## src/rtl/usrt_pkg.sv

```systemverilog
// Shared USRT definitions: transmit sequencer states, common baud divisors
// (cycles per bit at the nominal system clock) and default widths.
package usrt_pkg;

    typedef enum logic [2:0] {
        IDLE,
        START,
        DATA,
        PARITY,
        STOP
    } tx_state_e;

    localparam int unsigned BAUD_W_DEF  = 14;
    localparam int unsigned DATA_W_DEF  = 8;

    localparam int unsigned BAUD_1200   = 8333;
    localparam int unsigned BAUD_2400   = 4166;
    localparam int unsigned BAUD_4800   = 2083;
    localparam int unsigned BAUD_9600   = 1041;
    localparam int unsigned BAUD_19200  = 520;
    localparam int unsigned BAUD_38400  = 260;
    localparam int unsigned BAUD_57600  = 173;
    localparam int unsigned BAUD_115200 = 86;

endpackage

```

## src/rtl/usrt_baud_timer.sv

```systemverilog
// Loadable bit-period down-counter. Load with period P; tick_o is high on the
// P-th cycle after the load. tick_next_o flags that the following cycle ticks.
module usrt_baud_timer #(
    parameter int unsigned BAUD_W = 14
) (
    input  logic              clk_i,
    input  logic              rst_i,
    input  logic              load_i,
    input  logic [BAUD_W-1:0] period_i,
    output logic              tick_o,
    output logic              tick_next_o
);

    logic [BAUD_W-1:0] cnt_q, cnt_d;

    // period_i is never zero: callers map a zero divisor to one cycle per bit.
    always_comb begin
        cnt_d = cnt_q;
        if (load_i) begin
            cnt_d = period_i - BAUD_W'(1);
        end else if (cnt_q != '0) begin
            cnt_d = cnt_q - BAUD_W'(1);
        end
    end

    always_ff @(posedge clk_i or posedge rst_i) begin
        if (rst_i) begin
            cnt_q <= '0;
        end else begin
            cnt_q <= cnt_d;
        end
    end

    assign tick_o      = (cnt_q == '0);
    assign tick_next_o = (cnt_d == '0);

endmodule

```

## src/rtl/usrt_tx_ctrl.sv

```systemverilog
// USRT transmit frame sequencer: start bit, LSB-first data, optional even
// parity, stop bit. Divisor and parity enable are latched at byte acceptance.
module usrt_tx_ctrl
    import usrt_pkg::*;
#(
    parameter int unsigned BAUD_W = BAUD_W_DEF,
    parameter int unsigned DATA_W = DATA_W_DEF
) (
    input  logic              i_Pclk,
    input  logic              i_Preset,
    input  logic [BAUD_W-1:0] i_Baud,
    input  logic              i_ParityEn,
    input  logic              i_TxValid,
    input  logic [DATA_W-1:0] i_TxData,
    output logic              o_TxReady,
    output logic              o_Tx,
    output logic              o_Busy,
    output logic              o_Done
);

    localparam int unsigned      IDX_W    = (DATA_W > 1) ? $clog2(DATA_W) : 1;
    localparam logic [IDX_W-1:0] LAST_IDX = IDX_W'(DATA_W - 1);

    tx_state_e         state_q, state_d;
    logic [IDX_W-1:0]  idx_q, idx_d;
    logic [DATA_W-1:0] data_q, data_d;
    logic [BAUD_W-1:0] period_q, period_d;
    logic              par_en_q, par_en_d;
    logic              par_bit_q, par_bit_d;
    logic              tx_q, tx_d;
    logic              ready_q, ready_d;
    logic              busy_q, busy_d;
    logic              done_q, done_d;

    logic              accept;
    logic              tmr_load;
    logic              tick;
    logic              tick_next;

    assign accept = i_TxValid & ready_q;

    usrt_baud_timer #(
        .BAUD_W (BAUD_W)
    ) u_timer (
        .clk_i       (i_Pclk),
        .rst_i       (i_Preset),
        .load_i      (tmr_load),
        .period_i    (period_d),
        .tick_o      (tick),
        .tick_next_o (tick_next)
    );

    always_comb begin
        state_d   = state_q;
        idx_d     = idx_q;
        data_d    = data_q;
        period_d  = period_q;
        par_en_d  = par_en_q;
        par_bit_d = par_bit_q;
        tmr_load  = 1'b0;
        unique case (state_q)
            IDLE: begin
                if (accept) begin
                    state_d   = START;
                    data_d    = i_TxData;
                    par_en_d  = i_ParityEn;
                    par_bit_d = ^i_TxData;
                    period_d  = (i_Baud == '0) ? BAUD_W'(1) : i_Baud;
                    tmr_load  = 1'b1;
                end
            end
            START: begin
                if (tick) begin
                    state_d  = DATA;
                    idx_d    = '0;
                    tmr_load = 1'b1;
                end
            end
            DATA: begin
                if (tick) begin
                    tmr_load = 1'b1;
                    if (idx_q == LAST_IDX) begin
                        state_d = par_en_q ? PARITY : STOP;
                    end else begin
                        idx_d = idx_q + IDX_W'(1);
                    end
                end
            end
            PARITY: begin
                if (tick) begin
                    state_d  = STOP;
                    tmr_load = 1'b1;
                end
            end
            STOP: begin
                if (tick) begin
                    state_d = IDLE;
                end
            end
            default: state_d = IDLE;
        endcase
    end

    // Outputs are registered from next-state values so they line up with the state.
    always_comb begin
        tx_d    = 1'b1;
        ready_d = (state_d == IDLE);
        busy_d  = (state_d != IDLE);
        done_d  = (state_d == STOP) && tick_next;
        unique case (state_d)
            START:   tx_d = 1'b0;
            DATA:    tx_d = data_d[idx_d];
            PARITY:  tx_d = par_bit_d;
            default: tx_d = 1'b1;
        endcase
    end

    always_ff @(posedge i_Pclk or posedge i_Preset) begin
        if (i_Preset) begin
            state_q   <= IDLE;
            idx_q     <= '0;
            data_q    <= '0;
            period_q  <= '0;
            par_en_q  <= 1'b0;
            par_bit_q <= 1'b0;
            tx_q      <= 1'b1;
            ready_q   <= 1'b1;
            busy_q    <= 1'b0;
            done_q    <= 1'b0;
        end else begin
            state_q   <= state_d;
            idx_q     <= idx_d;
            data_q    <= data_d;
            period_q  <= period_d;
            par_en_q  <= par_en_d;
            par_bit_q <= par_bit_d;
            tx_q      <= tx_d;
            ready_q   <= ready_d;
            busy_q    <= busy_d;
            done_q    <= done_d;
        end
    end

    assign o_Tx      = tx_q;
    assign o_TxReady = ready_q;
    assign o_Busy    = busy_q;
    assign o_Done    = done_q;

endmodule
```

## config.mk

```make
export PLATFORM = sky130hd
export DESIGN_NAME = usrt_tx_ctrl
export DESIGN_NICKNAME = d
export VERILOG_FILES = /design/src/rtl/usrt_pkg.sv /design/src/rtl/usrt_baud_timer.sv /design/src/rtl/usrt_tx_ctrl.sv
export SDC_FILE = /design/constraint.sdc
export NUM_CORES = 1
export LEC_CHECK = 0
export BUFFER_PORTS_ARGS = -buffer_cell sky130_fd_sc_hd__buf_2
export CAP_MARGIN = 20
export CELL_PAD_IN_SITES_DETAIL_PLACEMENT = 0
export CELL_PAD_IN_SITES_GLOBAL_PLACEMENT = 1
export CORE_UTILIZATION = 41
export DETAILED_ROUTE_END_ITERATION = 16
export PLACE_DENSITY = 0.87
export SKIP_CTS_REPAIR_TIMING = 1
export SYNTH_ARGS = -nofsm -noshare
export SYNTH_HDL_FRONTEND = slang
export SYNTH_HIERARCHICAL = 1
export SYNTH_SLANG_ARGS = --single-unit
```

## constraint.sdc

```tcl
create_clock -name i_Pclk -period 3.6 [get_ports i_Pclk]
set_clock_uncertainty 0.1 [all_clocks]
set_input_delay 0.54 -clock i_Pclk [delete_from_list [all_inputs] [get_ports i_Pclk]]
set_output_delay 0.54 -clock i_Pclk [all_outputs]
set_load 0.02 [all_outputs]
```

# ---- Yosys cells after proc, flatten, opt, wreduce, memory -nomap -nowiden
# Index checks and enable logic that the tools add are counted.
dict set report totals {
  output_inout_bits 4
  ff_bits 48
  word_cells 63
  in_bits 26
}
dict set report op_classes {
  order_cmp 1
  eq_ne 9
  add_sub_neg 3
  muxes 27
  reduce_logical 11
  n_bitwise 1
}
# op n
set op_table {}
lappend op_table {{14-bit 2-to-1 mux} 5}
lappend op_table {{14-bit logical NOT} 3}
lappend op_table {{3-bit 2-to-1 mux} 10}
lappend op_table {{14-bit by 1-bit subtractor with 14-bit output (second input constant)} 2}
lappend op_table {{8-bit 2-to-1 mux} 2}
lappend op_table {{3-bit one-hot mux with 5 select lines} 1}
lappend op_table {{14-bit nonzero test} 1}
lappend op_table {{3-bit by 2-bit equality test with 1-bit output (second input constant)} 4}
lappend op_table {{3-bit equality test (second input constant)} 3}
lappend op_table {{8-bit parity} 1}
lappend op_table {{3-bit by 1-bit equality test with 1-bit output (second input constant)} 2}
lappend op_table {{3-bit logical NOT} 2}
lappend op_table {{3-bit one-hot mux with 2 select lines} 1}
lappend op_table {{1-bit 2-to-1 mux} 5}
lappend op_table {{3-bit by 4-bit < comparator with 1-bit output (second input constant)} 1}
lappend op_table {{3-bit by 1-bit adder with 3-bit output (second input constant)} 1}
lappend op_table {{1-bit binary-select mux with 3-bit select} 1}
lappend op_table {{1-bit one-hot mux with 3 select lines} 1}
lappend op_table {{3-bit nonzero test} 1}
lappend op_table {{3-bit OR reduction} 1}
lappend op_table {{1-bit one-hot mux with 2 select lines} 1}
lappend op_table {{2-bit AND reduction} 1}
lappend op_table {{1-bit AND} 1}
lappend op_table {{1-bit logical AND} 1}

# ---- Logic depth before layout (Yosys ltp)
# Gate-level depths: netlist (run 1).
dict set report depth {
  depth_word 8
  mapped_depth 16
  mapped_depth_nobuf 14
}

# ---- Hierarchy
# The synthesis (run 1) kept the hierarchy.
# module cells_each seq_area_each_um2 area_each_um2 instances
set by_module_without_submodules {}
lappend by_module_without_submodules {usrt_tx_ctrl 168 853.3 1645.3 1}
lappend by_module_without_submodules {usrt_baud_timer 133 350.3 1174.9 1}

# ---- Worst setup path after synthesis (run 1)
# OpenSTA, ideal clock, no wires.
dict set report synth_path {
  kind {reg-to-reg}
  startpoint {register ready_q (netlist: o_TxReady)}
  endpoint {register done_q (netlist: o_Done)}
  arrival_time_ns 3.433
  setup_ns 0.066
  path_buffers 3
  stages_incl_launch_ff 15
  required_time_ns 3.434
  slack_ns 0.001
  period_less_slack_ns 3.599
  cell_sequence {dfstp_2 > nor4b_1 > nand2_1 > clkbuf_1 > clkbuf_1 > nand2_1 > nand2_1 > or3_1 > clkbuf_1 > nor4_1 > xor2_1 > a221o_1 > nor4_1 > and4_1 > and2_1}
}
dict set report synth_between {
  elab_chain_len 7
  word_cells_on_any_way 12
  cone_classes {add/sub (1); eq/ne (1); mux (7); bitwise (1); reduce/logical (2)}
}
# item line_no
set synth_rtl {}
lappend synth_rtl {{start: declaration} usrt_tx_ctrl.sv:31} ;# logic ready_q, ready_d;
lappend synth_rtl {{start signal: assignment} usrt_tx_ctrl.sv:138} ;# ready_q <= ready_d;
lappend synth_rtl {{1-bit AND} usrt_tx_ctrl.sv:40} ;# assign accept = i_TxValid & ready_q;
lappend synth_rtl {{14-bit 2-to-1 mux} usrt_tx_ctrl.sv:63} ;# if (accept) begin
lappend synth_rtl {{14-bit 2-to-1 mux} usrt_tx_ctrl.sv:61} ;# unique case (state_q)
lappend synth_rtl {{net period_d[5]} usrt_tx_ctrl.sv:27} ;# logic [BAUD_W-1:0] period_q, period_d;
lappend synth_rtl {{14-bit by 1-bit subtractor with 14-bit output} usrt_baud_timer.sv:20} ;# cnt_d = period_i - BAUD_W'(1);
lappend synth_rtl {{14-bit 2-to-1 mux} usrt_baud_timer.sv:19} ;# if (load_i) begin
lappend synth_rtl {{net u_timer.cnt_d[9]} usrt_baud_timer.sv:14} ;# logic [BAUD_W-1:0] cnt_q, cnt_d;
lappend synth_rtl {{14-bit logical NOT} usrt_baud_timer.sv:35} ;# assign tick_next_o = (cnt_d == '0);
lappend synth_rtl {{net tick_next} usrt_tx_ctrl.sv:38} ;# logic tick_next;
lappend synth_rtl {{1-bit logical AND} usrt_tx_ctrl.sv:109} ;# done_d = (state_d == STOP) && tick_next;
lappend synth_rtl {{net done_d} usrt_tx_ctrl.sv:33} ;# logic done_q, done_d;
lappend synth_rtl {{end signal: assignment} usrt_tx_ctrl.sv:140} ;# done_q <= done_d;
lappend synth_rtl {{end: declaration} usrt_tx_ctrl.sv:33}
# The timed path passes the listed nets, and every way through them passes these cells.
# A chain may end at the register's enable or synchronous reset.

# ---- Worst setup path in the final report (run 1)
dict set report layout_path {
  startpoint {register state_q[1]}
  endpoint {register done_q (netlist: o_Done)}
}
dict set report layout_between {
  elab_chain_len 6
  word_cells_on_any_way 20
  cone_classes {add/sub (1); eq/ne (5); mux (10); reduce/logical (4)}
}
# item line_no
set layout_rtl {}
lappend layout_rtl {{start: declaration} usrt_tx_ctrl.sv:24} ;# tx_state_e state_q, state_d;
lappend layout_rtl {{start signal: assignment} usrt_tx_ctrl.sv:131} ;# state_q <= state_d;
lappend layout_rtl {{3-bit logical NOT} usrt_tx_ctrl.sv:61}
lappend layout_rtl {{14-bit 2-to-1 mux} usrt_tx_ctrl.sv:61}
lappend layout_rtl {{net period_d[1]} usrt_tx_ctrl.sv:27}
lappend layout_rtl {{14-bit by 1-bit subtractor with 14-bit output} usrt_baud_timer.sv:20}
lappend layout_rtl {{14-bit 2-to-1 mux} usrt_baud_timer.sv:19}
lappend layout_rtl {{net u_timer.cnt_d[10]} usrt_baud_timer.sv:14}
lappend layout_rtl {{14-bit logical NOT} usrt_baud_timer.sv:35}
lappend layout_rtl {{net tick_next} usrt_tx_ctrl.sv:38}
lappend layout_rtl {{1-bit logical AND} usrt_tx_ctrl.sv:109}
lappend layout_rtl {{net done_d} usrt_tx_ctrl.sv:33}
# The timed path passes the listed nets, and every way through them passes these cells.

==> results of run 1 <==
==> cell usage after synthesis, drive strengths merged, types with 3 or more instances <==
cell type	count	share of area, %
ha	3	1.3
nor2b	4	0.98
nor3	11	2.1
a31oi	3	0.67
or3	8	1.8
nor4b	3	1.5
nor2	12	2.2
a41oi	5	1.6
nor4	8	1.8
nand3b	3	0.80
nor3b	3	0.80
buf	8	1.7
o21ai	11	2.0
clkbuf	7	0.93
nand3	6	1.1
dfrtp	46	41
or4	5	1.3
a21oi	5	0.89
o31a	4	1.3
o41ai	4	1.2
inv	11	1.5
o211ai	5	1.3
xnor2	13	4.0
mux2	7	3.1
nand2	59	7.9
mux2i	4	1.4
a22oi	3	0.80
or4b	3	1.3
==> worst max path at each step <==
stage / start / to / slack (ps) / cells past startpoint
final: state_q[1] / o_Done / 220 / 14
after global routing: state_q[1] / o_Done / 50 / 14
after CTS: o_TxReady / o_Done / 70 / 12
after detailed placement: o_TxReady / o_Done / 100 / 12
after global placement: o_TxReady / o_Done / 200 / 12
after floorplan: o_TxReady / o_Done / 0.7 / 14
==> power groups by stage <==
stage / Clock (mW) / Sequential [mW] / Combinational, mW
4_1_cts: 0.440 / 0.867 / 0.986
6_report: 0.429 / 0.873 / 1.02
5_1_grt: 0.463 / 0.897 / 1.11
3_3_place_gp: 0 / 0.866 / 0.974
3_5_place_dp: 0 / 0.875 / 0.980
2_1_floorplan: 0 / 0.850 / 0.711
==> through the flow <==
| step | setup WS (ps) | hold slack (ps) | std cells |
|---|---|---|---|
| 6_report | 216 | 182 | 422 |
| 5_1_grt | 45.6 | 238 | 422 |
| 3_3_place_gp | 201 | 379 | 414 |
| 2_1_floorplan | 0.727 | 329 | 301 |
| 4_1_cts | 74.7 | 204 | 422 |
| 3_5_place_dp | 99.2 | 384 | 414 |
==> sequential cells by signal, indices dropped and copies added (netlist names) <==
register	count
o_TxReady	1
par_en_q	1
o_Busy	1
data_q	8
u_timer/cnt_q	14
period_q	14
state_q	3
par_bit_q	1
idx_q	3
o_Done	1
o_Tx	1
==> cells by family after synthesis <==
logic type	synth area share [%]
muxes	4.48
DFF	42.7
xor gates and xnor gates	4.66
adders and majority gates	1.33
AOI/OAI and AO/OA	15.3
buffers and inverters	4.21
and+or+nand+nor	27.3
==> routing by layer <==
metal / GRT usage (%) / wire length, um / up-vias
met5: 0 / 0 / -
met2: 33.0 / 3260 / 73
li1: - / - / 1192
met4: 8.32 / 125 / 0
met1: 26.6 / 3100 / 1185
met3: 2.92 / 284 / 11
==> critical path: stages (launching register included) <==
cell                      delay, ps
sky130_fd_sc_hd__dfrtp_1        400
sky130_fd_sc_hd__buf_4          180
sky130_fd_sc_hd__or4b_4         590
sky130_fd_sc_hd__nor2_8         200
sky130_fd_sc_hd__nand2_1         90
sky130_fd_sc_hd__nand2_1        120
sky130_fd_sc_hd__inv_1           60
sky130_fd_sc_hd__ha_1           190
sky130_fd_sc_hd__or3b_4         280
sky130_fd_sc_hd__or4_1          120
sky130_fd_sc_hd__a32oi_1        100
sky130_fd_sc_hd__or3_1          400
sky130_fd_sc_hd__nor4_1         180
sky130_fd_sc_hd__and4_1         200
sky130_fd_sc_hd__and2_1         110
==> area by class of cell <==
class | instances | area (um^2) | share of cell area, %
clock inverter | 1 | 30.0 | 0.908
clock buffer | 7 | 96.3 | 2.91
inverter | 12 | 45.0 | 1.36
multi-input combinational | 226 | 1520 | 46.1
tap | 77 | 96.3 | 2.91
timing repair buffer | 51 | 310 | 9.39
sequential | 48 | 1200 | 36.4
==> impl_metrics.env, run 1 <==
export IMPL_internal_power_mw=1.42
export IMPL_dp_final_hpwl_um=5100
export IMPL_fp_coreArea_mm2=0.00649
export IMPL_io_pins=30
export IMPL_ys_seq_elements=48
export IMPL_floorplan_die_area_mm2=0.00721
export IMPL_drtAntennaViolNets=0
export IMPL_layout_drive_gt1_share_pct=24.3
export IMPL_synth_seq_area_share_pct=42.7
export IMPL_start_kind="register"
export IMPL_wire_length_of_the_first_global_routing_pass_um=11400
export IMPL_mapped_nets=330
export IMPL_tritoncts_num_buffers=5
export IMPL_grt_residual_overflow=0
export IMPL_io_buf_count=29
export IMPL_final_setup_viol_count=0
export IMPL_fp_dieW_um=84.9
export IMPL_leakagePower_nw=1.47
export IMPL_cp_data_arrival_time_ps=3530
export IMPL_start_util_pct=43.4
export IMPL_detail_route_wl_per_cell_um=16.0
export IMPL_number_of_flops_mapped_to_enable_cells_by_yosys=0
export IMPL_seq_power_share_pct=37.6
export IMPL_post_dp_cell_area_mm2=0.00315
export IMPL_setup_reg_to_reg_worst_slack_ps=220
export IMPL_p_per_area_mw_per_mm2=702
export IMPL_async_flop_share_pct=100
export IMPL_drt_first_iter_violations=129
export IMPL_fmax_mhz=295
export IMPL_routed_wirelength_um=6770
export IMPL_hp_class="in -> async"
export IMPL_placementRows=29
export IMPL_dr_total_vias=2461
export IMPL_setup_crit_end_kind="register"
export IMPL_final_util_pct=50.9
export IMPL_fin_setup_tns_ps=0
export IMPL_worst_r2r_cell_count=14
export IMPL_power_frac_comb_pct=43.9
export IMPL_first_global_vias=2391
export IMPL_post_layout_total_power_mw=2.32
export IMPL_ys_warns=6
export IMPL_layout_cells_most_common_list="59 x sky130_fd_sc_hd__nand2_1, 46 x sky130_fd_sc_hd__dfrtp_1, 29 x sky130_fd_sc_hd__buf_2, 22 x sky130_fd_sc_hd__buf_4, 13 x sky130_fd_sc_hd__xnor2_1"
export IMPL_power_share_clock_pct=18.5
export IMPL_regToRegEndpoint="o_Done"
export IMPL_violations_in_the_final_reports="DRC"
export IMPL_cts_path_max_buffers=2
export IMPL_via_per_inst=5.83
export IMPL_ys_flop_type="sky130_fd_sc_hd__dfrtp_1"
export IMPL_cts_tree="yes"
export IMPL_grt_resource_usage_total_pct=20.0
export IMPL_fillers=593
export IMPL_final_common_cell="sky130_fd_sc_hd__nand2_1"
export IMPL_floorplan_die_height_um=84.9
export IMPL_layout_cell_area_non_filler_mm2=0.00331
export IMPL_detailedRoute_firstPassIterationCount=11
export IMPL_finalHoldViolCount=0
export IMPL_worst_slew_pin_slew_ps=826
export IMPL_critical_path_max_fanout=11
export IMPL_finalCriticalPeriod_ps=3380
export IMPL_post_synth_instance_area_mm2=0.00282
export IMPL_timing_critical_path_required_ps=3750
export IMPL_power_switching_mw=0.897
export IMPL_max_slew_margin_pct=44.9
export IMPL_ctsRootBufferMaster="sky130_fd_sc_hd__clkbuf_8"
export IMPL_diodes=0
export IMPL_max_cap_viol_count=0
export IMPL_clk_latency_ps=300
export IMPL_switching_share_pct=38.7
export IMPL_gp_congestion=0.920
export IMPL_cts_htree_levels=2
export IMPL_route_detailed_drc=2
export IMPL_number_of_antenna_violations_at_the_first_check_in_global_routing=0
export IMPL_ir_drop_mv=0.332
export IMPL_syn2layout_area_growth_pct=17.2
export IMPL_cts_sink_count=48
export IMPL_regToRegStartpoint="state_q[1]"
export IMPL_final_period_utilization_pct=94.0
export IMPL_final_max_slew_viol_count=0
export IMPL_avgSynthCellArea_um2=9.37
export IMPL_synth_cell_types=68
export IMPL_path_class="reg -> reg"
export IMPL_num_nets_final=373
export IMPL_grt_max_degree=23
export IMPL_postSynthCellCount=301
export IMPL_outcome="finished, violations left"
export IMPL_clkSlewWorstSetupHoldPaths_ps=90
export IMPL_rsz0062_at_grt="false"
No activity file was read; power rests on OpenSTA's default activity.
==> run 2: changes to the inputs <==
--- a/config.mk
+++ b/config.mk
@@ -9,9 +9,10 @@
 export CAP_MARGIN = 20
 export CELL_PAD_IN_SITES_DETAIL_PLACEMENT = 0
 export CELL_PAD_IN_SITES_GLOBAL_PLACEMENT = 1
-export CORE_UTILIZATION = 41
+export CORE_UTILIZATION = 42
+export CTS_BUF_LIST = sky130_fd_sc_hd__clkbuf_8
 export DETAILED_ROUTE_END_ITERATION = 16
-export PLACE_DENSITY = 0.87
+export PLACE_DENSITY = 0.89
 export SKIP_CTS_REPAIR_TIMING = 1
 export SYNTH_ARGS = -nofsm -noshare
 export SYNTH_HDL_FRONTEND = slang
==> run 2 against run 1 <==
Compared with the run above: the flow still finishes with violations (DRC); design area grew 1.7%; clock power grew 4.9%; register-to-register slack is essentially flat; die area shrank 2.3%; sequential share of layout area shrank 0.60 points; maximum frequency shrank 0.19%; critical path type unchanged; critical endpoint unchanged; largest cell class unchanged; largest power group unchanged.
==> impl_metrics.env, run 2 (synthesis gave the netlist of run 1 again) <==
export IMPL_seq_power_share_pct=37.2
export IMPL_clk_latency_ps=300
export IMPL_clkSlewWorstSetupHoldPaths_ps=90
export IMPL_max_cap_viol_count=0
export IMPL_outcome="finished, violations left"
export IMPL_diodes=0
export IMPL_final_common_cell="sky130_fd_sc_hd__nand2_1"
export IMPL_ir_drop_mv=0.381
export IMPL_start_kind="register"
export IMPL_violations_in_the_final_reports="DRC"
export IMPL_cts_path_max_buffers=2
export IMPL_num_nets_final=377
export IMPL_first_global_vias=2437
export IMPL_switching_share_pct=38.2
export IMPL_path_class="reg -> reg"
export IMPL_dp_final_hpwl_um=5250
export IMPL_start_util_pct=43.9
export IMPL_cp_data_arrival_time_ps=3540
export IMPL_grt_residual_overflow=0
export IMPL_largest_registers="period_q x14, u_timer/cnt_q x14, data_q x8"
export IMPL_cts_tree="yes"
export IMPL_max_slew_margin_pct=60.1
export IMPL_drtAntennaViolNets=0
export IMPL_internal_power_mw=1.45
export IMPL_number_of_antenna_violations_at_the_first_check_in_global_routing=0
export IMPL_detailedRoute_firstPassIterationCount=10
export IMPL_power_share_clock_pct=19.2
export IMPL_final_util_pct=52.3
export IMPL_dr_total_vias=2467
export IMPL_layout_drive_gt1_share_pct=25.3
export IMPL_finalHoldViolCount=0
export IMPL_tritoncts_num_buffers=5
export IMPL_finalCriticalPeriod_ps=3390
export IMPL_timing_critical_path_required_ps=3750
export IMPL_p_per_area_mw_per_mm2=699
export IMPL_gp_congestion=0.897
export IMPL_via_per_inst=5.80
export IMPL_io_pins=30
export IMPL_final_max_slew_viol_count=0
export IMPL_leakagePower_nw=1.50
export IMPL_grt_resource_usage_total_pct=20.9
export IMPL_final_setup_viol_count=0
export IMPL_layout_cells_most_common_list="58 x sky130_fd_sc_hd__nand2_1, 46 x sky130_fd_sc_hd__dfrtp_1, 29 x sky130_fd_sc_hd__buf_2, 25 x sky130_fd_sc_hd__buf_4, 13 x sky130_fd_sc_hd__xnor2_1"
export IMPL_post_dp_cell_area_mm2=0.00315
export IMPL_cts_htree_levels=2
export IMPL_hp_class="in -> async"
export IMPL_fp_dieW_um=83.9
export IMPL_power_switching_mw=0.897
export IMPL_power_frac_comb_pct=43.6
export IMPL_final_period_utilization_pct=94.2
export IMPL_post_place_cells=413
export IMPL_placementRows=29
export IMPL_syn2layout_area_growth_pct=19.2
export IMPL_grt_max_degree=26
export IMPL_critical_path_max_fanout=7
export IMPL_cts_sink_count=48
export IMPL_io_buf_count=29
export IMPL_drt_first_iter_violations=165
export IMPL_wire_length_of_the_first_global_routing_pass_um=11700
export IMPL_worst_slew_pin_slew_ps=598
export IMPL_floorplan_die_area_mm2=0.00705
export IMPL_fp_coreArea_mm2=0.00642
export IMPL_route_detailed_drc=5
export IMPL_floorplan_die_height_um=83.9
export IMPL_layout_cell_area_non_filler_mm2=0.00336
export IMPL_fmax_mhz=295
export IMPL_fin_setup_tns_ps=0
export IMPL_ctsRootBufferMaster="sky130_fd_sc_hd__clkbuf_8"
export IMPL_detail_route_wl_per_cell_um=16.4
export IMPL_routed_wirelength_um=6980
export IMPL_setup_crit_end_kind="register"
export IMPL_post_layout_total_power_mw=2.35
export IMPL_finish_cell_count_without_fillers=425
==> run 2: layout make-up <==
class	instances	area, um^2
Clock buffer	5	68.8
Clock inverter	2	60.1
Fill cell	586	3060
Inverter	12	45.0
Multi-Input combinational cell	226	1530
Sequential cell	48	1200
Tap cell	77	96.3
Timing Repair Buffer	55	360
==> run 2: worst max-delay path: stages (launching register included) <==
cell                      delay, ps
sky130_fd_sc_hd__dfstp_2        540
sky130_fd_sc_hd__nor4b_2        290
sky130_fd_sc_hd__nand2_2        160
sky130_fd_sc_hd__nand2_1        100
sky130_fd_sc_hd__o21ai_0        100
sky130_fd_sc_hd__inv_1           70
sky130_fd_sc_hd__ha_1           180
sky130_fd_sc_hd__or3b_4         430
sky130_fd_sc_hd__o31ai_1        280
sky130_fd_sc_hd__a32oi_1        160
sky130_fd_sc_hd__or3_1          400
sky130_fd_sc_hd__nor4_1         200
sky130_fd_sc_hd__and4_1         210
sky130_fd_sc_hd__and2_1         110
==> run 2: final timing paths <==
kind | startpoint | to | slack (ps) | cells past startpoint
min in group i_Pclk | i_ParityEn | par_en_q | 320 | 3
hold / removal | i_Preset | o_Busy | 110 | 2
max in group asynchronous | i_Preset | period_q[6] | 2680 | 4
setup reg to reg | o_TxReady | o_Done | 210 | 13
hold reg to reg | data_q[5] | data_q[5] | 400 | 1
setup / recovery | o_TxReady | o_Done | 210 | 13
==> run 2: power groups by stage <==
stage | Clock [mW] | Combinational, mW | Sequential, mW
6_report | 0.450 | 1.02 | 0.874
5_1_grt | 0.481 | 1.13 | 0.894
4_1_cts | 0.463 | 0.983 | 0.867
3_5_place_dp | 0 | 0.976 | 0.877
3_3_place_gp | 0 | 0.961 | 0.872
2_1_floorplan | 0 | 0.711 | 0.850
==> run 2: per-layer routing <==
metal | part of all wire [%] | global-route usage, % | routed length (um) | vias to the layer above
li1 | - | - | - | 1190
met1 | 45 | 28.5 | 3180 | 1200
met3 | 4.4 | 3.17 | 306 | 8
met5 | 0 | 0 | 0 | -
met4 | 1.3 | 6.27 | 93 | 0
met2 | 49 | 34.4 | 3410 | 69
==> run 2: per-stage QoR <==
step                setup WS (ps)  hold WS, ps
global placement              186          378
floorplan                   0.727          329
global route                -5.76          137
finish                        209          108
detailed placement           95.9          386
CTS                          53.1          198
